### src/rtl/zero_detect.sv
`default_nettype none
// ============================================================================
// Module      : zero_detect
// Description : Registered binary32 operand-B classifier (zero/inf/NaN,
//               subnormal flag) with a mantissa leading-zero count.
// Revision    : 1.0 - initial release
// ============================================================================
module zero_detect #(
    parameter int EXP_W  = 8,
    parameter int MANT_W = 23,
    parameter int LZC_W  = 5
) (
    input  logic              clk,
    input  logic              rst_n,
    input  logic              sign_B,
    input  logic [EXP_W-1:0]  exp_B,
    input  logic [MANT_W-1:0] mant_B,
    input  logic              in_valid,
    output logic [2:0]        special_B,
    output logic              denorm_B,
    output logic              sign_out_B,
    output logic [LZC_W-1:0]  lzc_B,
    output logic              out_valid
);

    localparam logic [LZC_W-1:0] c_ZERO_MANT_LZC = LZC_W'(MANT_W);

    logic             w_exp_zero;
    logic             w_exp_ones;
    logic             w_mant_zero;
    logic [2:0]       w_special;
    logic             w_denorm;
    logic [LZC_W-1:0] w_lzc;

    logic [2:0]       r_special;
    logic             r_denorm;
    logic             r_sign;
    logic [LZC_W-1:0] r_lzc;
    logic             r_valid;

    assign w_exp_zero  = ~|exp_B;
    assign w_exp_ones  = &exp_B;
    assign w_mant_zero = ~|mant_B;

    // Class code is one-hot {nan, inf, zero}, or all-zero for normal/subnormal
    assign w_special = {w_exp_ones & ~w_mant_zero,
                        w_exp_ones &  w_mant_zero,
                        w_exp_zero &  w_mant_zero};
    assign w_denorm  = w_exp_zero & ~w_mant_zero;

    // Ascending scan so the highest set bit is the last (winning) assignment
    always_comb begin
        w_lzc = c_ZERO_MANT_LZC;
        for (int i = 0; i < MANT_W; i++) begin
            if (mant_B[i]) begin
                w_lzc = LZC_W'(MANT_W - 1 - i);
            end
        end
    end

    always_ff @(posedge clk or negedge rst_n) begin
        if (!rst_n) begin
            r_special <= 3'b000;
            r_denorm  <= 1'b0;
            r_sign    <= 1'b0;
            r_lzc     <= '0;
            r_valid   <= 1'b0;
        end else begin
            r_special <= w_special;
            r_denorm  <= w_denorm;
            r_sign    <= sign_B;
            r_lzc     <= w_lzc;
            r_valid   <= in_valid;
        end
    end

    assign special_B  = r_special;
    assign denorm_B   = r_denorm;
    assign sign_out_B = r_sign;
    assign lzc_B      = r_lzc;
    assign out_valid  = r_valid;

endmodule
`default_nettype wire

### config.mk
export PLATFORM = sky130hd
export DESIGN_NAME = zero_detect
export DESIGN_NICKNAME = d
export VERILOG_FILES = /design/src/rtl/zero_detect.sv
export SDC_FILE = /design/constraint.sdc
export NUM_CORES = 1
export LEC_CHECK = 0
export CAP_MARGIN = 20
export CORE_MARGIN = 2
export CORE_UTILIZATION = 33
export CTS_CLUSTER_SIZE = 28
export DETAILED_ROUTE_END_ITERATION = 10
export MAX_ROUTING_LAYER = met4
export PLACE_DENSITY_LB_ADDON = 0.05
export SLEW_MARGIN = 20
export SYNTH_ARGS = -nofsm -noshare
export SYNTH_HDL_FRONTEND = slang
export SYNTH_SLANG_ARGS = --single-unit
export TNS_END_PERCENT = 10
### constraint.sdc
create_clock -name clk -period 0.8 [get_ports clk]
set_input_delay 0.16 -clock clk [delete_from_list [all_inputs] [get_ports clk]]
set_output_delay 0.16 -clock clk [all_outputs]
set_load 0.02 [all_outputs]
Word-level counts from Yosys, hierarchy flattened
Cells that the tools add are included.
{"block": "word_totals", "ff_bits": 11, "in_bits": 35, "out_inout_bits": 11, "elab_cells": 37}
{"block": "classes", "mux": 23, "n_bitwise": 4, "reduce_logical": 5}
{"op": "$mux W5", "n": 19}
{"op": "$reduce_or A23 Y1", "n": 1}
{"op": "$reduce_and A8 Y1", "n": 1}
{"op": "$reduce_or A8 Y1", "n": 1}
{"op": "$and A1 B1 Y1", "n": 4}
{"op": "$mux W2", "n": 2}
{"op": "$mux W3", "n": 1}
{"op": "$logic_not A1 Y1", "n": 2}
{"op": "$mux W1", "n": 1}

Depth between registers and ports, before layout
Gate-level depths: netlist of the first run.
{"block": "logic_depth", "ltp_word": 23, "mapped_depth": 4, "mapped_depth_nobuf": 4}

Least setup slack after synthesis of the first run
OpenSTA, ideal clock, no wires.
{"block": "synth_path", "kind": "in2reg", "from": "input port mant_B[1]", "to": "register r_lzc[0] (netlist: lzc_B[0])", "setup_time_ns": 0.126, "arrival_ns": 0.865, "t_required_ns": 0.674, "setup_slack_ns": -0.191, "path_stages": 4, "n_path_buf": 0, "cell_sequence": "nand2b_1 -> a2111oi_0 -> o221ai_1 -> o311a_1"}
{"block": "synth_between", "elab_chain_cells": 22}
{"element": "start: declaration", "line": "17", "rtl": "input logic [MANT_W-1:0] mant_B,"}
{"element": "$mux W2 (2 in series)", "line": "55", "rtl": "if (mant_B[i]) begin"}
{"element": "$mux W3", "line": "55"}
{"element": "$mux W5 (19 in series)", "line": "55"}
{"element": "named net w_lzc[0]", "line": "33", "rtl": "logic [LZC_W-1:0] w_lzc;"}
{"element": "end signal: assignment", "line": "72", "rtl": "r_lzc <= w_lzc;"}
{"element": "end: declaration", "line": "38", "rtl": "logic [LZC_W-1:0] r_lzc;"}
The timed path passes the listed nets, and every way through them passes these cells.

Worst setup path after layout of the first run
{"block": "layout_path", "from": "input port mant_B[18]", "to": "register r_special[1] (netlist: special_B[1])"}
{"block": "layout_between", "elab_chain_cells": 3}
{"element": "$reduce_or A23 Y1", "line": "43", "rtl": "assign w_mant_zero = ~|mant_B;"}
{"element": "$logic_not A1 Y1", "line": "43"}
{"element": "$and A1 B1 Y1", "line": "47", "rtl": "w_exp_ones & w_mant_zero,"}
{"element": "named net w_special[1]", "line": "31", "rtl": "logic [2:0] w_special;"}
{"element": "end signal: assignment", "line": "69", "rtl": "r_special <= w_special;"}
{"element": "end: declaration", "line": "35", "rtl": "logic [2:0] r_special;"}
The timed path passes the listed nets, and every way through them passes these cells.

==> results.py, run 1 <==
metrics = {
    "critical_path": {
        "timing.setup.critical_path_class": "in -> reg",
        "critPathBufInv": 1,
        "critPathArrivalTime_ns": 1.16,
        "worst-path-max-fanout": 3,
        "path_delay_family": "simple AND/OR/NAND/NOR gates",
        "critical-path-max-stage-delay_ns": 0.38,
        "crit_path_start_kind": "input pin",
        "worst_path_depth": 5,
        "cp_data_required_time_ns": 1.00,
        "critical_path.cell_chain": "buf_8 > nor4_4 > nand3_4 > nor3_4 > and2_1",
        "crit_path_top_delay_cell": "sky130_fd_sc_hd__nor4_4",
        "critical_path.endpoint_type": "flip-flop",
    },
    "route": {
        "final_antenna_net_count": 0,
        "drtPass1Iterations": 4,
        "drc": 0,
        "route.detailed.wl_per_inst_microns": 15.15,
        "route.vias.total": 851,
        "wirelength_microns": 2470,
        "post_drt_via_cell_ratio": 5.221,
        "first_iteration_detailed_routing_drc_count": 11,
    },
    "clock_tree": {
        "clk_pin_slew_worst_paths_ns": 0.07,
        "tritoncts": "done",
        "clock_sink_count": 11,
        "maximum_level_of_the_cts_h_tree": 1,
        "cts_root_buffer": "sky130_fd_sc_hd__clkbuf_4",
        "cts-hold-fix-buffers": 0,
        "numCtsBuffers": 3,
        "max-clock-path-buffers": 2,
    },
    "sta": {
        "slew_headroom_pct": 76.58,
        "final-setup-viol-count": 20,
        "hold_viol_final": 0,
        "max_freq_ghz": 1.042,
        "maxSlewViolCount": 0,
        "grt_setup_unrepaired": "true",
        "setup_tns_ns": -2.213,
        "tightestPinTransition_ns": 0.3487,
        "worst_slack_ns": -0.1596,
        "timing.final.crit_share_pct": 120.0,
        "min_period_ns": 0.9596,
    },
    "global_route": {
        "antenna_found_initial": 0,
        "grt_pass1_vias": 782,
        "grt_pass1_wl_microns": 3443,
        "globalRoute.busiestLayer": "met2",
        "grt_overflow": 0,
        "global_route.usage.total_pct": 22.27,
        "use_met1_pct": 26.22,
        "maximum_number_of_pins_on_one_net_before_global_route_repair": 12,
        "grtUsageMet2_pct": 39.21,
        "grt_util_met3_pct": 2.593,
    },
    "pwr": {
        "clkPwrFrac_pct": 26.0,
        "power_per_cell_area_nw_per_um2": 983.1,
        "pwr-share-seq_pct": 41.0,
        "vdd.ir_drop.worst_mv": 0.6029,
        "swShare_pct": 28.15,
        "leakage_power_nw": 0.6852,
        "power.share.combinational_pct": 33.0,
        "power.switching_w": 0.0003933,
        "internal_power_w": 0.001004,
        "fin_total_pwr_w": 0.001397,
    },
    "placement": {
        "placement.setup.worst_slack_ns": -0.8643,
        "routability_cong": 0.8131,
        "place_hpwl_microns": 1579,
        "port_buffer_cells": 45,
    },
    "synth": {
        "synth_top_cell_by_area": "sky130_fd_sc_hd__dfrtp_1",
        "synth_cells": 67,
        "yosysUniqueCellTypes": 27,
        "yosysTopAreaCellShare_pct": 42.80,
        "synth_area_per_cell_sq_um": 9.599,
        "synth_edf_count": 0,
        "post_synth_main_area_contributors": "sky130_fd_sc_hd__dfrtp_1, sky130_fd_sc_hd__nor4_4, sky130_fd_sc_hd__nor2_1",
        "ys.warnings.count": 0,
        "synth_nets": 102,
        "async_flop_share_pct": 100.0,
        "ys.flop_type": "sky130_fd_sc_hd__dfrtp_1",
        "yosysSeqAreaShare_pct": 42.80,
        "syn_area_sq_um": 643.1,
        "ys_seq_elements": 11,
    },
    "cells_and_area": {
        "synthToLayoutAreaGrowth_pct": 121.0,
        "final_net_count": 174,
        "num_antenna_cells": 0,
        "drive_above_1_share_pct": 60.87,
    },
    "floorplanning": {
        "num_io_pins": 46,
        "die_area_sq_um": 2318,
        "design.core.area_sq_um": 1783,
        "die_width_microns": 48.15,
        "floorplan.initialDensity_pct": 36.07,
        "die_span_y_microns": 48.15,
        "std_cell_rows": 15,
    },
    "run": {
        "max_cap_violations": 0,
    },
    "outcome": {
        "result_of_the_run": "finished, violations left",
        "violations": "negative setup slack",
    },
    "worst_hold_path": {
        "min_path_type": "in -> async",
    },
}
## layout by cell type (no fill, tap or decap), drive strengths merged, types with 4 or more instances in the layout
master and instances:
clkbuf 8, nand2 4, nor2 14, dlygate4sd2 5, inv 4, buf 49, dlymetal6s2s 4, a21oi 4
dfrtp 11, nor4 7
## area by class of cell
| cell class | instances | area (sq um) |
|---|---|---|
| Timing Repair Buffer | 67 | 571.8 |
| Multi-Input combinational cell | 52 | 501.7 |
| Fill cell | 122 | 361.6 |
| Sequential cell | 11 | 275.3 |
| Tap cell | 25 | 31.28 |
| Clock buffer | 4 | 26.28 |
| Inverter | 4 | 15.01 |
## synthesized netlist by cell type, types with 2 or more instances
| cell type | n |
|---|---|
| sky130_fd_sc_hd__a21oi_1 | 4 |
| sky130_fd_sc_hd__dfrtp_1 | 11 |
| sky130_fd_sc_hd__inv_1 | 4 |
| sky130_fd_sc_hd__nand2_1 | 3 |
| sky130_fd_sc_hd__nand4_1 | 2 |
| sky130_fd_sc_hd__nor2_1 | 14 |
| sky130_fd_sc_hd__nor2b_1 | 2 |
| sky130_fd_sc_hd__nor3_1 | 2 |
| sky130_fd_sc_hd__nor4_1 | 4 |
| sky130_fd_sc_hd__nor4_4 | 3 |
| sky130_fd_sc_hd__o31ai_1 | 2 |
## final timing paths
kind | startpoint | endpoint | slack (ns)
max | mant_B[18] | special_B[1] | -0.16
min | rst_n | out_valid | 0.22
max in group asynchronous | rst_n | special_B[0] | 0.48
min in group clk | exp_B[5] | special_B[2] | 0.22
## sequential cells by signal (all words and copies together), names as in the netlist
signal / cells
sign_out_B: 1
denorm_B: 1
out_valid: 1
special_B: 3
lzc_B: 5
## per-layer routing
| metal | routed length [microns] | vias to the layer above |
|---|---|---|
| met1 | 858 | 409 |
| met3 | 157 | 4 |
| met4 | 43 | 0 |
| li1 | - | 398 |
| met5 | 0 | - |
| met2 | 1410 | 40 |
## power by group through the flow
stage | combinational [W] | clock, W | sequential, W
floorplan | 0.0000720 | 0 | 0.000602
global placement | 0.000417 | 0 | 0.000583
detailed placement | 0.000422 | 0 | 0.000583
CTS | 0.000419 | 0.000371 | 0.000573
global route | 0.000491 | 0.000402 | 0.000574
finish | 0.000461 | 0.000364 | 0.000573
## stage by stage
step                instance area (sq um)  utilization (%)  instances  hold WS (ns)
floorplan                           649.4                -         67       -0.1356
global placement                     1264            70.88        153        0.4975
detailed placement                   1264            70.88        153        0.4951
CTS                                  1356            76.07        162        0.2099
global route                         1421            79.72        163        0.2136
finish                               1421            79.72        163        0.2182
## cells by family (layout without fill, tap and decap cells)
family / count (synthesis) / after routing / synth area share [%]
and+or+nand+nor: 37 / 37 / 37.94
DFF: 11 / 11 / 42.80
buffers and inverters: 4 / 75 / 2.334
AOI/OAI and AO/OA: 15 / 15 / 16.93
## what timing repair did
item	4_1_cts	5_1_grt
pin swaps	25	11
buffers inserted	5	1
gates resized for setup	160	31
setup endpoints to repair	20	20
(Power assumes the default switching activity.)
==> run 2, diff against run 1 <==
--- a/config.mk
+++ b/config.mk
@@ -16,4 +16,4 @@
 export SYNTH_ARGS = -nofsm -noshare
 export SYNTH_HDL_FRONTEND = slang
 export SYNTH_SLANG_ARGS = --single-unit
-export TNS_END_PERCENT = 10
+export TNS_END_PERCENT = 50
==> constraint.sdc (replaced) <==
create_clock -name clk -period 0.8 [get_ports clk]
set_input_delay 0.12 -clock clk [delete_from_list [all_inputs] [get_ports clk]]
set_output_delay 0.12 -clock clk [all_outputs]
set_load 0.02 [all_outputs]
==> run 2 against run 1 <==
  * The flow still finishes with violations (negative setup slack)
  * Setup slack improved by 0.048 ns
  * Die area is the same
  * First-iteration DRC count decreased by 27%
  * Final cell count decreased by 0.61%
  * Non-clock buffer count fell by 1
  * Hold slack lost 0.090 ns
  * Combinational power is 4% lower
  * Critical path depth is 4 lower
  * Critical path type is now reg -> out
  * Flip-flop and latch count stayed put
  * Clock-buffer cell count did not move
  * Maximum frequency increased by 5.3%
==> results.py, run 2 (synthesized netlist as in run 1, its figures left out) <==
metrics = {
    "placement": {
        "placement.setup.worst_slack_ns": -0.7895,
        "port_buffer_cells": 45,
        "routability_cong": 0.8503,
        "place_hpwl_microns": 1578,
        "dp.cells": 154,
    },
    "floorplanning": {
        "die_span_y_microns": 48.15,
        "num_io_pins": 46,
        "die_area_sq_um": 2318,
        "floorplan.initialDensity_pct": 36.07,
        "design.core.area_sq_um": 1783,
        "std_cell_rows": 15,
        "die_width_microns": 48.15,
    },
    "route": {
        "drtPass1Iterations": 4,
        "post_drt_via_cell_ratio": 5.130,
        "drc": 0,
        "route.vias.total": 831,
        "first_iteration_detailed_routing_drc_count": 8,
        "route.detailed.wl_per_inst_microns": 13.73,
        "wirelength_microns": 2224,
        "final_antenna_net_count": 0,
    },
    "cells_and_area": {
        "most-common-layout-cells": "sky130_fd_sc_hd__buf_6, sky130_fd_sc_hd__buf_4, sky130_fd_sc_hd__buf_2",
        "num_antenna_cells": 0,
        "layout.cells.most_common": "sky130_fd_sc_hd__buf_6",
        "final_net_count": 173,
        "n_fill_cell": 138,
        "count_of_non_filler_cells_in_the_finished_layout": 162,
        "synthToLayoutAreaGrowth_pct": 112.6,
        "drive_above_1_share_pct": 56.93,
        "largest_register_ffs": 5,
    },
    "critical_path": {
        "critPathBufInv": 1,
        "crit_path_top_delay_cell": "sky130_fd_sc_hd__dfrtp_1",
        "path_delay_family": "flip-flops",
        "cp_data_required_time_ns": 0.68,
        "worst-path-max-fanout": 1,
        "critical_path.cell_chain": "buf_6",
        "worst_path_depth": 1,
        "crit_path_start_kind": "flip-flop",
        "critical-path-max-stage-delay_ns": 0.39,
        "timing.setup.critical_path_class": "reg -> out",
        "critical_path.endpoint_type": "primary output",
        "critPathArrivalTime_ns": 0.79,
    },
    "sta": {
        "max_freq_ghz": 1.097,
        "slew_headroom_pct": 81.10,
        "setup_tns_ns": -1.291,
        "tightestPinTransition_ns": 0.2813,
        "maxSlewViolCount": 0,
        "grt_setup_unrepaired": "true",
        "min_period_ns": 0.9114,
        "final-setup-viol-count": 17,
        "timing.final.crit_share_pct": 113.9,
        "hold_viol_final": 0,
        "worst_slack_ns": -0.1114,
    },
    "run": {
        "max_cap_violations": 0,
    },
    "pwr": {
        "power_per_cell_area_nw_per_um2": 1029,
        "leakage_power_nw": 0.6234,
        "vdd.ir_drop.worst_mv": 0.5271,
        "fin_total_pwr_w": 0.001408,
    },
    "clock_tree": {
        "max-clock-path-buffers": 2,
        "cts_root_buffer": "sky130_fd_sc_hd__clkbuf_4",
        "clock_sink_count": 11,
        "clk_pin_slew_worst_paths_ns": 0.07,
        "maximum_level_of_the_cts_h_tree": 1,
        "tritoncts": "done",
        "numCtsBuffers": 3,
    },
    "global_route": {
        "grt_pass1_vias": 789,
        "grt_overflow": 0,
        "global_route.usage.total_pct": 20.55,
        "maximum_number_of_pins_on_one_net_before_global_route_repair": 12,
        "grt_pass1_wl_microns": 3236,
        "antenna_found_initial": 0,
    },
    "outcome": {
        "result_of_the_run": "finished, violations left",
        "violations": "negative setup slack",
    },
    "worst_hold_path": {
        "min_path_type": "in -> async",
    },
}
==> run 2: cell count changes in the layout (fill, tap and decap cells not counted), moves of 2 or more <==
cell	delta
sky130_fd_sc_hd__a21oi_2	-2
sky130_fd_sc_hd__buf_4	-2
sky130_fd_sc_hd__buf_2	-2
sky130_fd_sc_hd__nor4_1	+2
sky130_fd_sc_hd__dlymetal6s2s_1	-4
sky130_fd_sc_hd__clkdlybuf4s15_1	+5
sky130_fd_sc_hd__clkdlybuf4s15_2	-2
sky130_fd_sc_hd__buf_6	+4
sky130_fd_sc_hd__a21oi_1	+2
==> run 2: final timing paths <==
| check | from | slack [ns] | endpoint |
|---|---|---|---|
| hold / removal | rst_n | 0.13 | out_valid |
| setup / recovery | lzc_B[3] | -0.11 | lzc_B[3] |
| min in group clk | mant_B[11] | 0.14 | lzc_B[2] |
| max in group asynchronous | rst_n | 0.53 | lzc_B[3] |
==> run 2: power by group <==
| part | switching, W | internal, W |
|---|---|---|
| logic | 0.000207 | 0.000236 |
| registers | 0.00000565 | 0.000569 |
| clock network | 0.000197 | 0.000193 |
==> run 2: stage by stage <==
stage	utilization (%)	hold slack, ns	cell area, sq um
3_3_place_gp	70.60	0.4284	1259
2_1_floorplan	-	-0.1756	649.4
3_5_place_dp	70.60	0.4237	1259
5_1_grt	76.70	0.1432	1368
4_1_cts	74.53	0.1231	1329
6_report	76.70	0.1283	1368
==> run 2: layout make-up <==
class	count	area (sq um)	area share, %
repair buffers	66	554.3	40.53
multi-input cells	52	465.4	34.03
flip-flops and latches	11	275.3	20.13
well taps	25	31.28	2.287
clock buffers	4	26.28	1.921
inverters	4	15.01	1.098
==> run 2: what timing repair did <==
item	CTS	global route
pin swaps	21	13
buffers inserted	3	1
endpoints found under the setup margin	20	19
resized for setup	165	30
hold buffers	0	0
==> run 2: layer usage <==
| metal | track usage [%] | up-vias | part of all wire, % |
|---|---|---|---|
| met4 | 6.486 | 0 | 0.85 |
| met3 | 2.963 | 2 | 5.8 |
| met5 | - | - | 0 |
| li1 | - | 401 | - |
| met2 | 37.11 | 36 | 53 |
| met1 | 22.95 | 392 | 40 |
